### config.mk
export PLATFORM = sky130hd
export DESIGN_NAME = oled_cmd_spi_sender
export DESIGN_NICKNAME = d
export VERILOG_FILES = /design/src/rtl/oled_pkg.sv /design/src/rtl/oled_sclk_tick.sv /design/src/rtl/oled_cmd_spi_sender.sv
export SDC_FILE = /design/constraint.sdc
export NUM_CORES = 1
export LEC_CHECK = 0
export ABC_AREA = 0
export BUFFER_PORTS_ARGS = -buffer_cell sky130_fd_sc_hd__buf_2
export CAP_MARGIN = 5
export CORE_ASPECT_RATIO = 0.9
export CORE_MARGIN = 2
export CORE_UTILIZATION = 58
export CTS_BUF_LIST = sky130_fd_sc_hd__clkbuf_4
export CTS_CLUSTER_DIAMETER = 150
export CTS_CLUSTER_SIZE = 12
export DETAILED_ROUTE_END_ITERATION = 10
export PLACE_DENSITY = 0.86
export SLEW_MARGIN = 20
export SYNTH_ARGS = -nofsm -noshare
export SYNTH_HDL_FRONTEND = slang
export SYNTH_HIERARCHICAL = 1
export SYNTH_SLANG_ARGS = --single-unit
### constraint.sdc
create_clock -name clk -period 4.2 [get_ports clk]
set_input_delay 0.21 -clock clk [delete_from_list [all_inputs] [get_ports clk]]
set_output_delay 0.21 -clock clk [all_outputs]
set_load 0.01 [all_outputs]
### src/rtl/oled_pkg.sv
// Shared constants and FSM state encoding for the OLEDrgb SSD1331 command path.
package oled_pkg;

   localparam logic [7:0] CMD_DRAW_RECT      = 8'h22;
   localparam int         OLED_CMD_MAX_BYTES = 11;

   typedef enum logic [2:0] {
      IDLE     = 3'd0,
      SETUP    = 3'd1,
      SHIFT_LO = 3'd2,
      SHIFT_HI = 3'd3,
      HOLD     = 3'd4,
      GAP      = 3'd5
   } oled_state_t;

   // Requested byte count limited to what the bundle can hold.
   function automatic logic [3:0] clamp_len(input logic [3:0] len, input int max_bytes);
      logic [3:0] max_s;
      max_s = 4'(max_bytes);
      return (len > max_s) ? max_s : len;
   endfunction

endpackage

### src/rtl/oled_sclk_tick.sv
// Half-period timer for the SPI clock: tick is high on the last cycle of each
// CLK_DIV-cycle phase; clear reloads it so every FSM state starts a fresh phase.
module oled_sclk_tick #(
   parameter int CLK_DIV = 4
) (
   input  logic clk,
   input  logic rst,
   input  logic clear,
   output logic tick
);

   localparam int DIV_W = (CLK_DIV > 1) ? $clog2(CLK_DIV) : 1;
   localparam logic [DIV_W-1:0] LOAD = DIV_W'(CLK_DIV - 1);

   logic [DIV_W-1:0] div_cnt_r;

   // Down-counter reloaded on clear, wrapping into the next phase.
   always_ff @(posedge clk or posedge rst) begin
      if (rst) begin
         div_cnt_r <= LOAD;
      end else if (clear) begin
         div_cnt_r <= LOAD;
      end else begin
         div_cnt_r <= div_cnt_r - {{(DIV_W-1){1'b0}}, 1'b1};
      end
   end

   assign tick = (div_cnt_r == {DIV_W{1'b0}});

endmodule

### src/rtl/oled_cmd_spi_sender.sv
// Serialises an up-to-MAX_BYTES SSD1331 command bundle onto the OLEDrgb SPI pins
// (mode 3, MSB first, byte 0 first, D/C held in command mode).
module oled_cmd_spi_sender
   import oled_pkg::*;
#(
   parameter int MAX_BYTES = OLED_CMD_MAX_BYTES,
   parameter int CLK_DIV   = 4
) (
   input  logic                   clk,
   input  logic                   rst,
   input  logic                   cmd_valid,
   output logic                   cmd_ready,
   input  logic [8*MAX_BYTES-1:0] cmd_data,
   input  logic [3:0]             cmd_len,
   output logic                   busy,
   output logic                   done,
   output logic                   oled_cs_n,
   output logic                   oled_sclk,
   output logic                   oled_sdin,
   output logic                   oled_dc
);

   localparam int SH_W = 8 * MAX_BYTES;

   oled_state_t     state_r;
   logic [SH_W-1:0] shift_r;
   logic [SH_W-1:0] shift_next_s;
   logic [3:0]      len_r;
   logic [3:0]      len_clamped_s;
   logic [2:0]      bit_cnt_r;
   logic [3:0]      byte_cnt_r;
   logic            tick_s;
   logic            clear_s;
   logic            last_byte_s;

   // Held in reload while idle, so the first phase after accept is a full CLK_DIV.
   assign clear_s       = (state_r == IDLE) || tick_s;
   assign shift_next_s  = shift_r >> 8;
   assign last_byte_s   = (byte_cnt_r == (len_r - 4'd1));
   assign len_clamped_s = clamp_len(cmd_len, MAX_BYTES);

   oled_sclk_tick #(
      .CLK_DIV (CLK_DIV)
   ) u_tick (
      .clk   (clk),
      .rst   (rst),
      .clear (clear_s),
      .tick  (tick_s)
   );

   // Transfer FSM with registered SPI pins, handshake and byte/bit bookkeeping.
   always_ff @(posedge clk or posedge rst) begin
      if (rst) begin
         state_r    <= IDLE;
         cmd_ready  <= 1'b1;
         busy       <= 1'b0;
         done       <= 1'b0;
         oled_cs_n  <= 1'b1;
         oled_sclk  <= 1'b1;
         oled_sdin  <= 1'b0;
         oled_dc    <= 1'b0;
         shift_r    <= {SH_W{1'b0}};
         len_r      <= 4'd0;
         bit_cnt_r  <= 3'd7;
         byte_cnt_r <= 4'd0;
      end else begin
         done    <= 1'b0;
         oled_dc <= 1'b0;
         case (state_r)
            IDLE: begin
               // Not ready while idle only happens right after a zero-length bundle.
               if (!cmd_ready) begin
                  cmd_ready <= 1'b1;
                  busy      <= 1'b0;
               end else if (cmd_valid) begin
                  shift_r    <= cmd_data;
                  len_r      <= len_clamped_s;
                  bit_cnt_r  <= 3'd7;
                  byte_cnt_r <= 4'd0;
                  cmd_ready  <= 1'b0;
                  busy       <= 1'b1;
                  if (len_clamped_s == 4'd0) begin
                     done <= 1'b1;
                  end else begin
                     state_r   <= SETUP;
                     oled_cs_n <= 1'b0;
                     oled_sclk <= 1'b1;
                  end
               end
            end
            SETUP: begin
               if (tick_s) begin
                  state_r   <= SHIFT_LO;
                  oled_sclk <= 1'b0;
                  oled_sdin <= shift_r[7];
               end
            end
            SHIFT_LO: begin
               if (tick_s) begin
                  state_r   <= SHIFT_HI;
                  oled_sclk <= 1'b1;
               end
            end
            SHIFT_HI: begin
               if (tick_s) begin
                  if (bit_cnt_r == 3'd0) begin
                     if (last_byte_s) begin
                        state_r <= HOLD;
                     end else begin
                        state_r    <= SHIFT_LO;
                        oled_sclk  <= 1'b0;
                        shift_r    <= shift_next_s;
                        oled_sdin  <= shift_next_s[7];
                        bit_cnt_r  <= 3'd7;
                        byte_cnt_r <= byte_cnt_r + 4'd1;
                     end
                  end else begin
                     state_r   <= SHIFT_LO;
                     oled_sclk <= 1'b0;
                     oled_sdin <= shift_r[bit_cnt_r - 3'd1];
                     bit_cnt_r <= bit_cnt_r - 3'd1;
                  end
               end
            end
            HOLD: begin
               if (tick_s) begin
                  state_r   <= GAP;
                  oled_cs_n <= 1'b1;
                  done      <= 1'b1;
               end
            end
            GAP: begin
               if (tick_s) begin
                  state_r   <= IDLE;
                  busy      <= 1'b0;
                  cmd_ready <= 1'b1;
               end
            end
            default: begin
               state_r   <= IDLE;
               cmd_ready <= 1'b1;
               busy      <= 1'b0;
               oled_cs_n <= 1'b1;
               oled_sclk <= 1'b1;
            end
         endcase
      end
   end

endmodule

==> flow_summary.json <==
{
  "hold_path.class": "input port to flip-flop",
  "drive_gt1_share_pct": 18.9,
  "die_area_um2": 10300,
  "status": "finished clean",
  "crit_path_start": "bit_cnt_r[0]$_DFFE_PP1P_",
  "grt_pass1_vias": 5270,
  "top_usage_layer": "met2",
  "cp-end-kind": "flip-flop",
  "clock_sinks": 110,
  "cts_tree": "done",
  "cp_slowest_cell": "and2_2",
  "dp_hpwl_mm": 8.49,
  "ir_worst_vdd_uv": 307,
  "cts_resized": 0,
  "first_iter_violations": 419,
  "numCtsBuffers": 9,
  "finalCriticalPeriod_ps": 2900,
  "tns_ps": 0,
  "synth-edff-count": 0,
  "skew_ps": 23.5,
  "wire_per_inst_um": 16.8,
  "synthesis.nets": 717,
  "rsz0062_at_grt": "false",
  "grt_antenna_before_repair": 0,
  "worst_ep_arrival_time_ps": 3230,
  "die_y_um": 96.5,
  "synthesis.area_um2": 5510,
  "finalHoldViolations": 0,
  "path_class": "flip-flop to flip-flop",
  "place_area_um2": 5890,
  "ios": 102,
  "cts.reportedPaths.clkPinSlew_ps": 160,
  "p_leak_nw": 3.17,
  "fmax_ghz": 0.345,
  "synth_cells": 617,
  "grt_usage_pct": 30.9,
  "syn_area_per_cell_um2": 8.94,
  "drc": 0,
  "hold_start": "cmd_data[18]",
  "worstMarginPinSlew_ps": 870,
  "critical-path-max-stage-delay_ps": 710,
  "critPathBufInv": 2,
  "core_um2": 9170,
  "overflow": 0,
  "grtUsageMet2_pct": 52.6,
  "design_area_um2": 6940,
  "first_pass_iters": 5,
  "maxCapViolCount": 0,
  "yosysWarnings": 6,
  "rows": 33,
  "grt_pass1_wl_mm": 24.8,
  "nets": 872,
  "setup_violations": 0,
  "drtAntennaViolNets": 0,
  "async_flop_share_pct": 100,
  "area.growth.synth_to_final_pct": 25.9,
  "clock-root-buffer": "clkbuf_4",
  "slew_viol_final": 0,
  "dr_total_vias": 5362,
  "postCtsSetupBuffers": 0,
  "final_common_cell": "nand2_1",
  "n_antenna_cell": 0,
  "synth_cell_types": 56,
  "worst_slew_margin_rel_pct": 42.0,
  "finalWirelength_mm": 15.1,
  "fillCellCount": 612,
  "synth-main-ff-cell": "dfrtp_1",
  "p_per_area_nw_per_um2": 657,
  "ys_ff_latch": 110,
  "grt_use_met1_pct": 38.7,
  "start_kind": "flip-flop",
  "fin_crit_sh_pct": 68.9,
  "grt_util_met3_pct": 7.04,
  "start_util_pct": 60.2,
  "grt_start_max_net_pins": 88,
  "chipWidth_um": 107,
  "cp_max_fo": 45,
  "port_buffers": 100,
  "cp_top_family": "simple AND/OR/NAND/NOR gates",
  "final_cell_mix": "172 x nand2_1, 102 x dfrtp_1, 100 x buf_2",
  "gp_congestion": 0.894,
  "worstPathCellList": "inv_1 > ha_1 > nor2b_1 > a21oi_2 > nor2_4 > and2_2 > buf_4 > a31oi_1",
  "cts_max_level": 3,
  "cts_buffer_depth": 2,
  "r2r_start": "bit_cnt_r[0]$_DFFE_PP1P_",
  "avgViaCountPerCell": 5.96,
  "seq_area_frac_synth_pct": 50.1,
  "crit_required_ps": 4540,
  "clk_latency_ps": 480
}
cell usage after synthesis, types with 2 or more instances:
cell	n	area [µm²]
clkbuf_1	22	82.6
a21oi_1	88	440
nand2b_1	4	25.0
buf_1	2	7.51
nand2_1	172	646
nor3_1	3	15.0
buf_4	5	37.5
a311oi_1	2	17.5
o21ai_0	6	30.0
nor4b_1	2	17.5
buf_2	11	55.1
a31oi_1	82	513
nand4_1	3	18.8
a22o_1	8	70.1
ha_1	5	62.6
inv_1	12	45.0
nor2b_1	2	12.5
nor4_1	2	12.5
buf_6	14	158
o21ai_1	2	10.0
a22oi_1	2	15.0
a21o_1	2	15.0
nor3_2	2	20.0
nor2_1	12	45.0
and3_1	5	31.3
a211oi_1	3	22.5
dfrtp_1	102	2550
xor2_1	3	26.3
dfstp_2	8	210
nand3_1	4	20.0
mux4_2	2	45.0
layout make-up:
class / count / area (µm²) / area share, %
Tap cell: 122 / 153 / 2.20
Clock buffer: 9 / 67.6 / 0.973
Clock inverter: 7 / 71.3 / 1.03
Inverter: 12 / 47.5 / 0.685
Sequential cell: 110 / 2760 / 39.8
Multi-Input combinational cell: 441 / 2370 / 34.2
Timing Repair Buffer: 198 / 1460 / 21.1
registers in the layout, summed over array words and instances, names as in the netlist:
| signal | count |
|---|---|
| shift_r | 88 |
| byte_cnt_r | 4 |
| len_r | 4 |
| bit_cnt_r | 3 |
| state_r | 3 |
| u_tick/div_cnt_r | 2 |
| busy | 1 |
| cmd_ready | 1 |
| done | 1 |
| oled_cs_n | 1 |
| oled_sclk | 1 |
| oled_sdin | 1 |
metrics by stage:
step | cells | setup slack (ps) | hold WS, ps | util, % | total power [mW]
floorplan | 617 | 1150 | 122 | - | 3.51
detailed placement | 792 | 1420 | 267 | 64.3 | 3.91
CTS | 899 | 1430 | 9.82 | 75.7 | 4.50
global placement | 792 | 1560 | 261 | 64.3 | 3.81
finish | 899 | 1300 | 30.6 | 75.7 | 4.56
global route | 899 | 1140 | 29.0 | 75.7 | 4.92
worst reg2reg max path, stage by stage (launching register included):
cell	delay, ps
dfstp_2	420
inv_1	120
ha_1	260
nor2b_1	500
a21oi_2	140
nor2_4	120
and2_2	710
buf_4	350
a31oi_1	170
cells by family after synthesis:
group           Yosys count  share of synthesized area, %
buf+inv                  66                          6.99
other cells               1                        0.0680
fa+ha+maj                 5                          1.13
xor+xnor                  6                          1.34
compound gates          205                          22.1
mux                       3                          1.02
simple gates            221                          17.2
flops                   110                          50.1
repair_timing:
action | CTS | global route
endpoints found under the setup margin | 0 | 0
endpoints found under the hold margin | 149 | 0
hold buffers | 91 | 0
worst paths after layout:
kind	end	slack, ps	cells past startpoint
min	shift_r[18]$_DFFE_PP0P_	30	3
min reg2reg	u_tick/div_cnt_r[0]$_DFF_PP1_	480	1
max	shift_r[43]$_DFFE_PP0P_	1300	8
max in group asynchronous	len_r[0]$_DFFE_PP0P_	2720	4
max reg2reg	shift_r[43]$_DFFE_PP0P_	1300	8
min in group asynchronous	u_tick/div_cnt_r[1]$_DFF_PP1_	320	3
layer usage:
layer | up-vias | wire (µm)
li1 | 2472 | -
met1 | 2543 | 5800
met2 | 284 | 7470
met3 | 63 | 1200
met4 | 0 | 663
met5 | - | 0
power breakdown:
| part | switching, mW | internal [mW] |
|---|---|---|
| clock | 0.352 | 0.183 |
| combinational | 1.31 | 0.784 |
| sequential | 0.357 | 1.58 |
| total | 2.02 | 2.54 |
No activity file was read; power rests on OpenSTA's default activity.
